### config.mk
export PLATFORM = sky130hd
export DESIGN_NAME = fetch_sequencer_flat
export DESIGN_NICKNAME = d
export VERILOG_FILES = /design/src/rtl/fetch_sequencer_if.sv /design/src/rtl/fetch_sequencer.sv /design/src/flat_wrapper.sv
export SDC_FILE = /design/constraint.sdc
export NUM_CORES = 1
export LEC_CHECK = 0
export ABC_AREA = 1
export BUFFER_PORTS_ARGS = -buffer_cell sky130_fd_sc_hd__buf_2
export CORE_MARGIN = 4
export CORE_UTILIZATION = 50
export CTS_CLUSTER_SIZE = 14
export DETAILED_ROUTE_END_ITERATION = 6
export HOLD_SLACK_MARGIN = 0.02
export PLACE_DENSITY = 0.91
export SYNTH_ARGS = -nofsm -noshare
export SYNTH_HDL_FRONTEND = slang
export SYNTH_SLANG_ARGS = --single-unit
export TNS_END_PERCENT = 50
### constraint.sdc
create_clock -name clk -period 1.7 [get_ports clk]
set_clock_uncertainty 0.15 [all_clocks]
set_input_delay 0.255 -clock clk [delete_from_list [all_inputs] [get_ports clk]]
set_output_delay 0.255 -clock clk [all_outputs]
set_load 0.05 [all_outputs]
### src/rtl/fetch_sequencer_if.sv
// fetch_sequencer_if
//   Groups the sequencer's control, instruction-memory, execute/compare
//   handshakes and status lines into one bundle.
//   master : the sequencer (drives requests, strobes, PC controls, status)
//   slave  : the surrounding datapath / memory / testbench
interface fetch_sequencer_if;
  logic        run;
  logic [15:0] pc_addr;
  logic        imem_req;
  logic [15:0] imem_addr;
  logic        imem_ack;
  logic [15:0] imem_data;
  logic        exec_start;
  logic        exec_done;
  logic        cmp_start;
  logic        cmp_valid;
  logic        cmp_eq;
  logic        pc_step;
  logic [1:0]  jump_control;
  logic [14:0] load_data;
  logic        eq_flag;
  logic        roll_over;
  logic        busy;
  logic        halted;
  logic        fault;

  modport master (
    input  run, pc_addr, imem_ack, imem_data, exec_done, cmp_valid, cmp_eq,
    output imem_req, imem_addr, exec_start, cmp_start, pc_step, jump_control,
           load_data, eq_flag, roll_over, busy, halted, fault
  );

  modport slave (
    output run, pc_addr, imem_ack, imem_data, exec_done, cmp_valid, cmp_eq,
    input  imem_req, imem_addr, exec_start, cmp_start, pc_step, jump_control,
           load_data, eq_flag, roll_over, busy, halted, fault
  );
endinterface

### src/rtl/fetch_sequencer.sv
// fetch_sequencer
//   Instruction sequencer: fetches a word at pc_addr, decodes opcode [15:12],
//   starts execution or a branch compare, then issues a single PC update
//   strobe with jump type, target/offset and the latched compare result.
//   Ports:
//     clk  - rising-edge clock
//     rst  - asynchronous active-low reset
//     bus  - fetch_sequencer_if.master (run/pc_addr in, imem handshake,
//            exec/cmp handshakes, PC update controls, busy/halted/fault)
//   Parameters:
//     MEM_TIMEOUT - FETCH cycles without imem_ack before faulting
//     PC_LIMIT    - PC value at which a sequential step rolls over to 0
module fetch_sequencer #(
  parameter int          MEM_TIMEOUT = 15,
  parameter logic [15:0] PC_LIMIT    = 16'hFFFE
) (
  input logic               clk,
  input logic               rst,
  fetch_sequencer_if.master bus
);
  localparam int CW = $clog2(MEM_TIMEOUT + 1);

  typedef enum logic [2:0] {
    IDLE, FETCH, DECODE, EXEC, BRANCH, UPDATE, HALT
  } state_t;

  state_t        state;
  logic [15:0]   ir;
  logic [CW-1:0] wait_cnt;
  logic          run_q;
  logic          imem_req, exec_start, cmp_start, pc_step;
  logic          eq_flag, busy, halted, fault;
  logic [1:0]    jump_control;
  logic [14:0]   load_data;
  logic [3:0]    op;

  assign op = ir[15:12];

  always_ff @(posedge clk or negedge rst) begin
    if (!rst) begin
      state        <= IDLE;
      ir           <= '0;
      wait_cnt     <= '0;
      run_q        <= 1'b0;
      imem_req     <= 1'b0;
      exec_start   <= 1'b0;
      cmp_start    <= 1'b0;
      pc_step      <= 1'b0;
      jump_control <= 2'b00;
      load_data    <= '0;
      eq_flag      <= 1'b0;
      busy         <= 1'b0;
      halted       <= 1'b0;
      fault        <= 1'b0;
    end else begin
      // Strobes are single-cycle by construction: cleared every cycle and
      // only set on the transition that enters the owning state.
      exec_start <= 1'b0;
      cmp_start  <= 1'b0;
      pc_step    <= 1'b0;
      run_q      <= bus.run;
      case (state)
        // run must be seen on two consecutive edges so the first fetch after
        // reset (or after a stop) never appears on the first edge.
        IDLE: if (bus.run && run_q) begin
          state    <= FETCH;
          imem_req <= 1'b1;
          busy     <= 1'b1;
          wait_cnt <= '0;
        end
        FETCH: begin
          if (bus.imem_ack) begin
            ir       <= bus.imem_data;
            imem_req <= 1'b0;
            state    <= DECODE;
          end else if (wait_cnt == CW'(MEM_TIMEOUT - 1)) begin
            imem_req <= 1'b0;
            busy     <= 1'b0;
            halted   <= 1'b1;
            fault    <= 1'b1;
            state    <= HALT;
          end else begin
            wait_cnt <= wait_cnt + CW'(1);
          end
        end
        DECODE: begin
          case (op)
            4'hC: begin
              jump_control <= 2'b01;
              load_data    <= {3'b000, ir[11:0]};
              pc_step      <= 1'b1;
              state        <= UPDATE;
            end
            4'hD, 4'hE: begin
              jump_control <= (op == 4'hD) ? 2'b10 : 2'b11;
              load_data    <= {{7{ir[7]}}, ir[7:0]};
              cmp_start    <= 1'b1;
              state        <= BRANCH;
            end
            4'hF: begin
              busy   <= 1'b0;
              halted <= 1'b1;
              state  <= HALT;
            end
            default: begin
              jump_control <= 2'b00;
              load_data    <= '0;
              exec_start   <= 1'b1;
              state        <= EXEC;
            end
          endcase
        end
        EXEC: if (bus.exec_done) begin
          pc_step <= 1'b1;
          state   <= UPDATE;
        end
        BRANCH: if (bus.cmp_valid) begin
          eq_flag <= bus.cmp_eq;
          pc_step <= 1'b1;
          state   <= UPDATE;
        end
        UPDATE: begin
          if (bus.run) begin
            imem_req <= 1'b1;
            wait_cnt <= '0;
            state    <= FETCH;
          end else begin
            busy  <= 1'b0;
            state <= IDLE;
          end
        end
        HALT: if (!bus.run) begin
          halted <= 1'b0;
          fault  <= 1'b0;
          state  <= IDLE;
        end
        default: state <= IDLE;
      endcase
    end
  end

  // imem_addr tracks the live PC only while a request is outstanding.
  assign bus.imem_addr    = imem_req ? bus.pc_addr : 16'h0000;
  // Roll-over compares against the PC present during the update strobe.
  assign bus.roll_over    = pc_step && (jump_control == 2'b00) &&
                            (bus.pc_addr == PC_LIMIT);
  assign bus.imem_req     = imem_req;
  assign bus.exec_start   = exec_start;
  assign bus.cmp_start    = cmp_start;
  assign bus.pc_step      = pc_step;
  assign bus.jump_control = jump_control;
  assign bus.load_data    = load_data;
  assign bus.eq_flag      = eq_flag;
  assign bus.busy         = busy;
  assign bus.halted       = halted;
  assign bus.fault        = fault;
endmodule
### src/flat_wrapper.sv
// flat-port wrapper written by rule: the top's interface ports become plain ports
module fetch_sequencer_flat 
#(
  parameter int          MEM_TIMEOUT = 15,
  parameter logic [15:0] PC_LIMIT    = 16'hFFFE
)
  (clk, rst, bus_run, bus_pc_addr, bus_imem_ack, bus_imem_data, bus_exec_done, bus_cmp_valid, bus_cmp_eq, bus_imem_req, bus_imem_addr, bus_exec_start, bus_cmp_start, bus_pc_step, bus_jump_control, bus_load_data, bus_eq_flag, bus_roll_over, bus_busy, bus_halted, bus_fault);
  fetch_sequencer_if bus_i ();
  input logic clk;
  input logic rst;
  input wire logic [$bits(bus_i.run)-1:0] bus_run;
  input wire logic [$bits(bus_i.pc_addr)-1:0] bus_pc_addr;
  input wire logic [$bits(bus_i.imem_ack)-1:0] bus_imem_ack;
  input wire logic [$bits(bus_i.imem_data)-1:0] bus_imem_data;
  input wire logic [$bits(bus_i.exec_done)-1:0] bus_exec_done;
  input wire logic [$bits(bus_i.cmp_valid)-1:0] bus_cmp_valid;
  input wire logic [$bits(bus_i.cmp_eq)-1:0] bus_cmp_eq;
  output wire logic [$bits(bus_i.imem_req)-1:0] bus_imem_req;
  output wire logic [$bits(bus_i.imem_addr)-1:0] bus_imem_addr;
  output wire logic [$bits(bus_i.exec_start)-1:0] bus_exec_start;
  output wire logic [$bits(bus_i.cmp_start)-1:0] bus_cmp_start;
  output wire logic [$bits(bus_i.pc_step)-1:0] bus_pc_step;
  output wire logic [$bits(bus_i.jump_control)-1:0] bus_jump_control;
  output wire logic [$bits(bus_i.load_data)-1:0] bus_load_data;
  output wire logic [$bits(bus_i.eq_flag)-1:0] bus_eq_flag;
  output wire logic [$bits(bus_i.roll_over)-1:0] bus_roll_over;
  output wire logic [$bits(bus_i.busy)-1:0] bus_busy;
  output wire logic [$bits(bus_i.halted)-1:0] bus_halted;
  output wire logic [$bits(bus_i.fault)-1:0] bus_fault;
  assign bus_i.run = bus_run;
  assign bus_i.pc_addr = bus_pc_addr;
  assign bus_i.imem_ack = bus_imem_ack;
  assign bus_i.imem_data = bus_imem_data;
  assign bus_i.exec_done = bus_exec_done;
  assign bus_i.cmp_valid = bus_cmp_valid;
  assign bus_i.cmp_eq = bus_cmp_eq;
  assign bus_imem_req = bus_i.imem_req;
  assign bus_imem_addr = bus_i.imem_addr;
  assign bus_exec_start = bus_i.exec_start;
  assign bus_cmp_start = bus_i.cmp_start;
  assign bus_pc_step = bus_i.pc_step;
  assign bus_jump_control = bus_i.jump_control;
  assign bus_load_data = bus_i.load_data;
  assign bus_eq_flag = bus_i.eq_flag;
  assign bus_roll_over = bus_i.roll_over;
  assign bus_busy = bus_i.busy;
  assign bus_halted = bus_i.halted;
  assign bus_fault = bus_i.fault;
  fetch_sequencer #(.MEM_TIMEOUT(MEM_TIMEOUT), .PC_LIMIT(PC_LIMIT)) u_core (.clk(clk), .rst(rst), .bus(bus_i));
endmodule
# Word level (Yosys, flattened, before mapping)
# Cells that the tools add are included.
word_totals:
  ff_bits: 49
  latchBits: 0
  ram_bits: 0
  romBits: 0
  input_bits: 39
  out_inout_bits: 42
  memories: 0
op_classes:
  add_sub_neg: 1
  n_mul: 0
  div_mod_pow: 0
  order_cmp: 0
  eq_ne: 23
  n_shift: 0
  muxes: 40
  bitwise: 1
  n_reduce_logical: 20
ops:
  columns: ["operator", "count"]
  rows:
  - ["$pmux 15 s3", 1]
  - ["$pmux 3 s7", 1]
  - ["$eq 4x4->1 const B", 5]
  - ["$mux 1", 19]
  - ["$mux 3", 6]
  - ["$eq 16x16->1 const B", 1]
  - ["$mux 16", 1]
  - ["$mux 4", 4]
  - ["$reduce_and 5->1", 3]
  - ["$ne 2x2->1 const B", 7]
  - ["$pmux 4 s3", 1]
  - ["$eq 3x3->1 const B", 3]
  - ["$pmux 1 s3", 3]
  - ["$pmux 3 s3", 1]
  - ["$reduce_and 4->1", 2]
  - ["$eq 3x2->1 const B", 2]
  - ["$ne 2x1->1 const B", 3]
  - ["$pmux 2 s3", 1]
  - ["$reduce_and 2->1", 3]
  - ["$reduce_and 6->1", 1]
  - ["$reduce_bool 3->1", 2]
  - ["$add 4x1->4 const B", 1]
  - ["$pmux 1 s4", 1]
  - ["$reduce_bool 4->1", 1]
  - ["other kinds (10)", 12]

# Depth between registers and ports, before layout
logic_depth:
  ltp_word: 4
  mapped_depth: 9
  mapped_depth_nobuf: 9

# Worst setup path before layout
# No wires, ideal clock.
synth_timing:
  kind: "register to output"
  startpoint: "register u_core.pc_step (netlist: u_core.bus.pc_step)"
  endpoint: "output port bus_roll_over"
  arrival_time_ns: 2.339
  slack_ns: -1.044
  path_stages_with_launch: 5
  path_buffers: 0
  path_cell_list: "dfrtp_1 nand2_1 nor3_1 nand2_1 nor4_1"
synth_via:
  elab_chain_cells: 2
synth_lines:
  columns: ["element", "line_no", "rtl"]
  rows:
  - ["from (decl)", "fetch_sequencer.sv:31", "logic imem_req, exec_start, cmp_start, pc_step;"]
  - ["from (signal assigned)", "fetch_sequencer.sv:48", "pc_step <= 1'b0;"]
  - ["from (signal assigned)", "fetch_sequencer.sv:60", "pc_step <= 1'b0;"]
  - ["from (signal assigned)", "fetch_sequencer.sv:91", "pc_step <= 1'b1;"]
  - ["$logic_and 1x1->1 (2 in a row)", "fetch_sequencer.sv:145", "assign bus.roll_over = pc_step && (jump_control == 2'b00) &&"]
  - ["to (decl)", "flat_wrapper.sv:26", "output wire logic [$bits(bus_i.roll_over)-1:0] bus_roll_over;"]
# No other way between the ends.

# Worst setup path in the final report
layout_timing:
  startpoint: "register u_core.jump_control[0] (netlist: u_core.bus.jump_control[0])"
  endpoint: "output port bus_roll_over"
layout_via:
  elab_chain_cells: 3
layout_lines:
  columns: ["element", "line_no", "rtl"]
  rows:
  - ["from (decl)", "fetch_sequencer.sv:33", "logic [1:0] jump_control;"]
  - ["from (signal assigned)", "fetch_sequencer.sv:95", "jump_control <= (op == 4'hD) ? 2'b10 : 2'b11;"]
  - ["$logic_not 2->1", "fetch_sequencer.sv:145", null]
  - ["$logic_and 1x1->1 (2 in a row)", "fetch_sequencer.sv:145", null]
# No other way between the ends.

==> out/summary.md <==
The run finished, with violations left. The final reports fail on setup timing. Of the total power, registers draw 32.3%. The clock share of power came out at 11.8%. By area the synthesized netlist is led by dfrtp_1, nand2_1, inv_1. The count of H-tree levels built during CTS is 2, and the total negative setup slack is -0.05880 ns.

The weighted congestion at the end of routability-driven global placement is 0.8945, and the residual overflow from global routing is 0. TritonCTS built the clock tree. The clock net in this run drives a total of 47 sinks. After filler insertion, the fill cell instance count of the layout stands at 326. Met1 global-route usage: 28.52%.

The synthesized netlist occupies a cell area of 2364 sq um. Dividing the detail-routed via count by the number of cells gives 5.125. After technology mapping, the gate count stands at 312. The maximum root-to-sink buffer count was 2; the die width was 76.76 um. After detailed routing, the average wire length per cell comes to 13.46 um. Yosys printed 0 warnings.

The run gives 0 as the initial antenna violation count. Wires add up to 6342 um. By startpoint and endpoint, the worst setup path is classified as flip-flop to output port.

The clock reaches the later pin of the worst-skew pair after 0.32 ns. 0 antenna diodes ended up in the layout. Relative to the synthesized area, the layout overhead comes to 37.96%. The floorplan step defined a die boundary enclosing 5891 sq um. The logs give 1 for the final count of negative-setup-slack endpoints and 55.9% for the relative contribution of combinational cells to total power. Once the floorplan was initialized, standard cells occupied 52.82% of the core. The net switching share of the total power was 52.49%. The worst path in the final design needs a cycle of 1.759 ns, including I/O delays and setup. The analysis attributes to net switching a power of 3.086 mW. The tools report the sequential area share after synthesis as 49.76%. The critical path's largest stage delay is 0.44 ns.

The count of buffer and inverter cells on the critical path is 1. After detailed routing, the number of remaining DRC violations is 0. The tools report the buffer cell driving the clock tree root as clkbuf_8. The number of core rows came out at 24. Global routing used 22.57% of the available tracks across all layers.

The minimum setup slack in the final design was -0.05880 ns; the first-pass GRT wire length was 10650 um. OpenSTA, run right after detailed placement, puts the worst setup slack at -0.01103 ns. The chip height came out at 76.76 um. The run gives 459 as the number of nets at the end of the flow.

The tightest hold path in the finished design has a slack of 0.04775 ns. Slew at the pin closest to its max-slew limit: 0.4091 ns. The run gives 170 as the DRC marker count from the first detailed-route iteration. The pre-antenna-repair detailed-routing pass consisted of 4 iterations.

The number of synthesized register bits works out to 47. After synthesis, the mean cell area works out to 7.575 sq um. In the finished design, the share of the clock period the worst path needs comes to 103.5%. Total power for the finished layout comes to 5.879 mW.

Counting the buffers created by CTS gives 5. The tools report the met3 capacity usage during global routing as 6.089%. Yosys mapped the design onto 26 distinct sky130hd cell types. The post-CTS clock slew at the launch and capture registers of the worst setup and hold paths was 0.10 ns. Category of the worst setup path launch point: a flip-flop.

Detailed routing inserted a total of 2414 vias. The run gives 2275 as the via count of the first global-routing pass. The largest net degree at the start of global routing was 32. The detail route stage leaves a number of antenna-violating nets equal to 0.

The logs give 4428 um for the detailed placer's ending HPWL and 353 for the post-synth net total. The internal power of the cells totals 2.793 mW. The region available for standard cell placement spans 4474 sq um.

The final-report max-slew violation count was 0. For the fmax, the log shows 0.5686 GHz. Buffers placed on the I/O ports in this run total 80. For this design the ratio of total power to cell area is 1803 nW/um^2. Cell with the largest stage delay on the worst path: dfrtp_2. Across the run, the number of max-cap violations was 0. The kind of cell with the highest combined delay along the critical path is flip-flops.

Cells fill 72.87% of the core in the end. VDD sags by at most 0.001162 V. The fraction of synthesized cell area taken by the top area cell type is 49.76%, and the data required time of the worst path is 1.29 ns. For this design the top-level I/O count stands at 81. Setup repair after global routing could not meet its margin everywhere. The cell type with the largest total area after synthesis was dfrtp_1.

In this run the worst hold path is classified as primary input to flip-flop. Traced cell by cell, the critical path runs through nor3_2, nand2_1, nor4_4, buf_6. Of the cells placed in the final design, the portion with a size suffix greater than 1 is 30.55%.

The critical-path maximum fanout was 3. The kind of end point of the critical path is an output port. For this design the static power due to leakage is 1.867 nW. Measured against its own limit, the worst slew margin works out to 72.73%.

Data arrives at the worst endpoint at 1.35 ns. In this run the most used layer during global routing was met2. The final count of hold timing violations was 0; the fraction of met2 tracks used by global routing was 35.45%.
==> synth_stat cells <==
cell      number
nand2_1      116
dfrtp_1       47
inv_1         43
nand3_1       27
nor2_1        20
o21ai_0       20
nand4_1        7
buf_4          4
a21oi_1        3
inv_2          3
buf_2          2
clkbuf_1       2
ha_1           2
nand3_2        2
nor2_2         2
nor3_1         2
buf_6          1
inv_4          1
mux2_2         1
nand2_2        1
nand4_4        1
nor2_4         1
nor4_1         1
o211ai_1       1
o21ai_1        1
xnor2_1        1
==> power groups by stage <==
stage | Sequential [mW] | Clock (mW) | Combinational (mW)
2_1_floorplan | 2.45 | 0 | 1.76
3_3_place_gp | 1.88 | 0 | 2.98
3_5_place_dp | 1.91 | 0 | 3.05
4_1_cts | 1.89 | 0.711 | 3.14
5_1_grt | 1.95 | 0.755 | 3.58
6_report | 1.90 | 0.695 | 3.29
==> cell families after synthesis <==
kind of cell	after synthesis	synth area share (%)
simple gates	180	32.87
xor+xnor	1	0.3706
flops	47	49.76
mux	1	0.4764
compound gates	25	5.400
fa+ha+maj	2	1.059
buf+inv	56	10.06
==> final timing paths <==
| path | slack, ns | cells past startpoint | endpoint | from |
|---|---|---|---|---|
| min in group asynchronous | 0.25 | 2 | u_core.ir[1] | rst |
| hold reg to reg | 0.34 | 2 | u_core.bus.halted | u_core.bus.halted |
| hold / removal | 0.05 | 3 | u_core.ir[13] | bus_imem_data[13] |
| max in group asynchronous | 0.64 | 3 | u_core.bus.imem_req | rst |
| setup / recovery | -0.06 | 4 | bus_roll_over | u_core.bus.jump_control[0] |
| setup reg to reg | 0.12 | 7 | u_core.wait_cnt[0] | u_core.state[1] |
==> cell usage in the layout (no fill, tap or decap), types with 5 or more instances in the layout <==
cell and n:
dlygate4sd3_1 18, buf_4 17, nand3_1 26, buf_2 63, nor2_1 17, dfrtp_2 7, dfrtp_1 40, inv_1 39
o21ai_0 20, nand4_1 7, clkbuf_4 6, nand2_1 115, clkbuf_8 5
==> stage by stage <==
stage                     instance area (sq um)  cells
final                                      3261    471
after global routing                       3261    471
after CTS                                  3188    469
after detailed placement                   2888    442
after global placement                     2888    442
after floorplan                            2405    312
==> flip-flops by register name (all words and copies together), names as in the netlist, 2 cells and up <==
name	flops
u_core.wait_cnt	4
u_core.ir	16
u_core.bus.load_data	13
u_core.bus.jump_control	2
u_core.state	3
==> metal layers <==
layer	wire (um)	share of wire, %	up-vias
met5	0	0	-
met3	552	8.7	14
met4	153	2.4	0
met1	2593	41	1102
met2	3042	48	116
li1	-	-	1182
==> repair_timing <==
item | in CTS | in global routing
resized for setup | 7 | 28
setup endpoints to repair | 12 | 41
setup buffers | 1 | 2
hold endpoints to repair | 33 | 0
hold buffers | 18 | 0
pin swaps | 3 | 1
==> area by class of cell <==
class / instances / area [sq um] / share of cell area [%]
timing repair buffer: 108 / 730.7 / 22.41
inverter: 47 / 193.9 / 5.948
tap: 52 / 65.06 / 1.995
clock inverter: 3 / 22.52 / 0.6907
sequential: 47 / 1185 / 36.34
clock buffer: 5 / 68.82 / 2.111
multi-input combinational: 209 / 994.7 / 30.51
==> tightest hold or removal path, stage by stage <==
cell,delay (ns)
buf_2,0.08
nand2_1,0.06
o21ai_0,0.07
(Power assumes the default switching activity.)
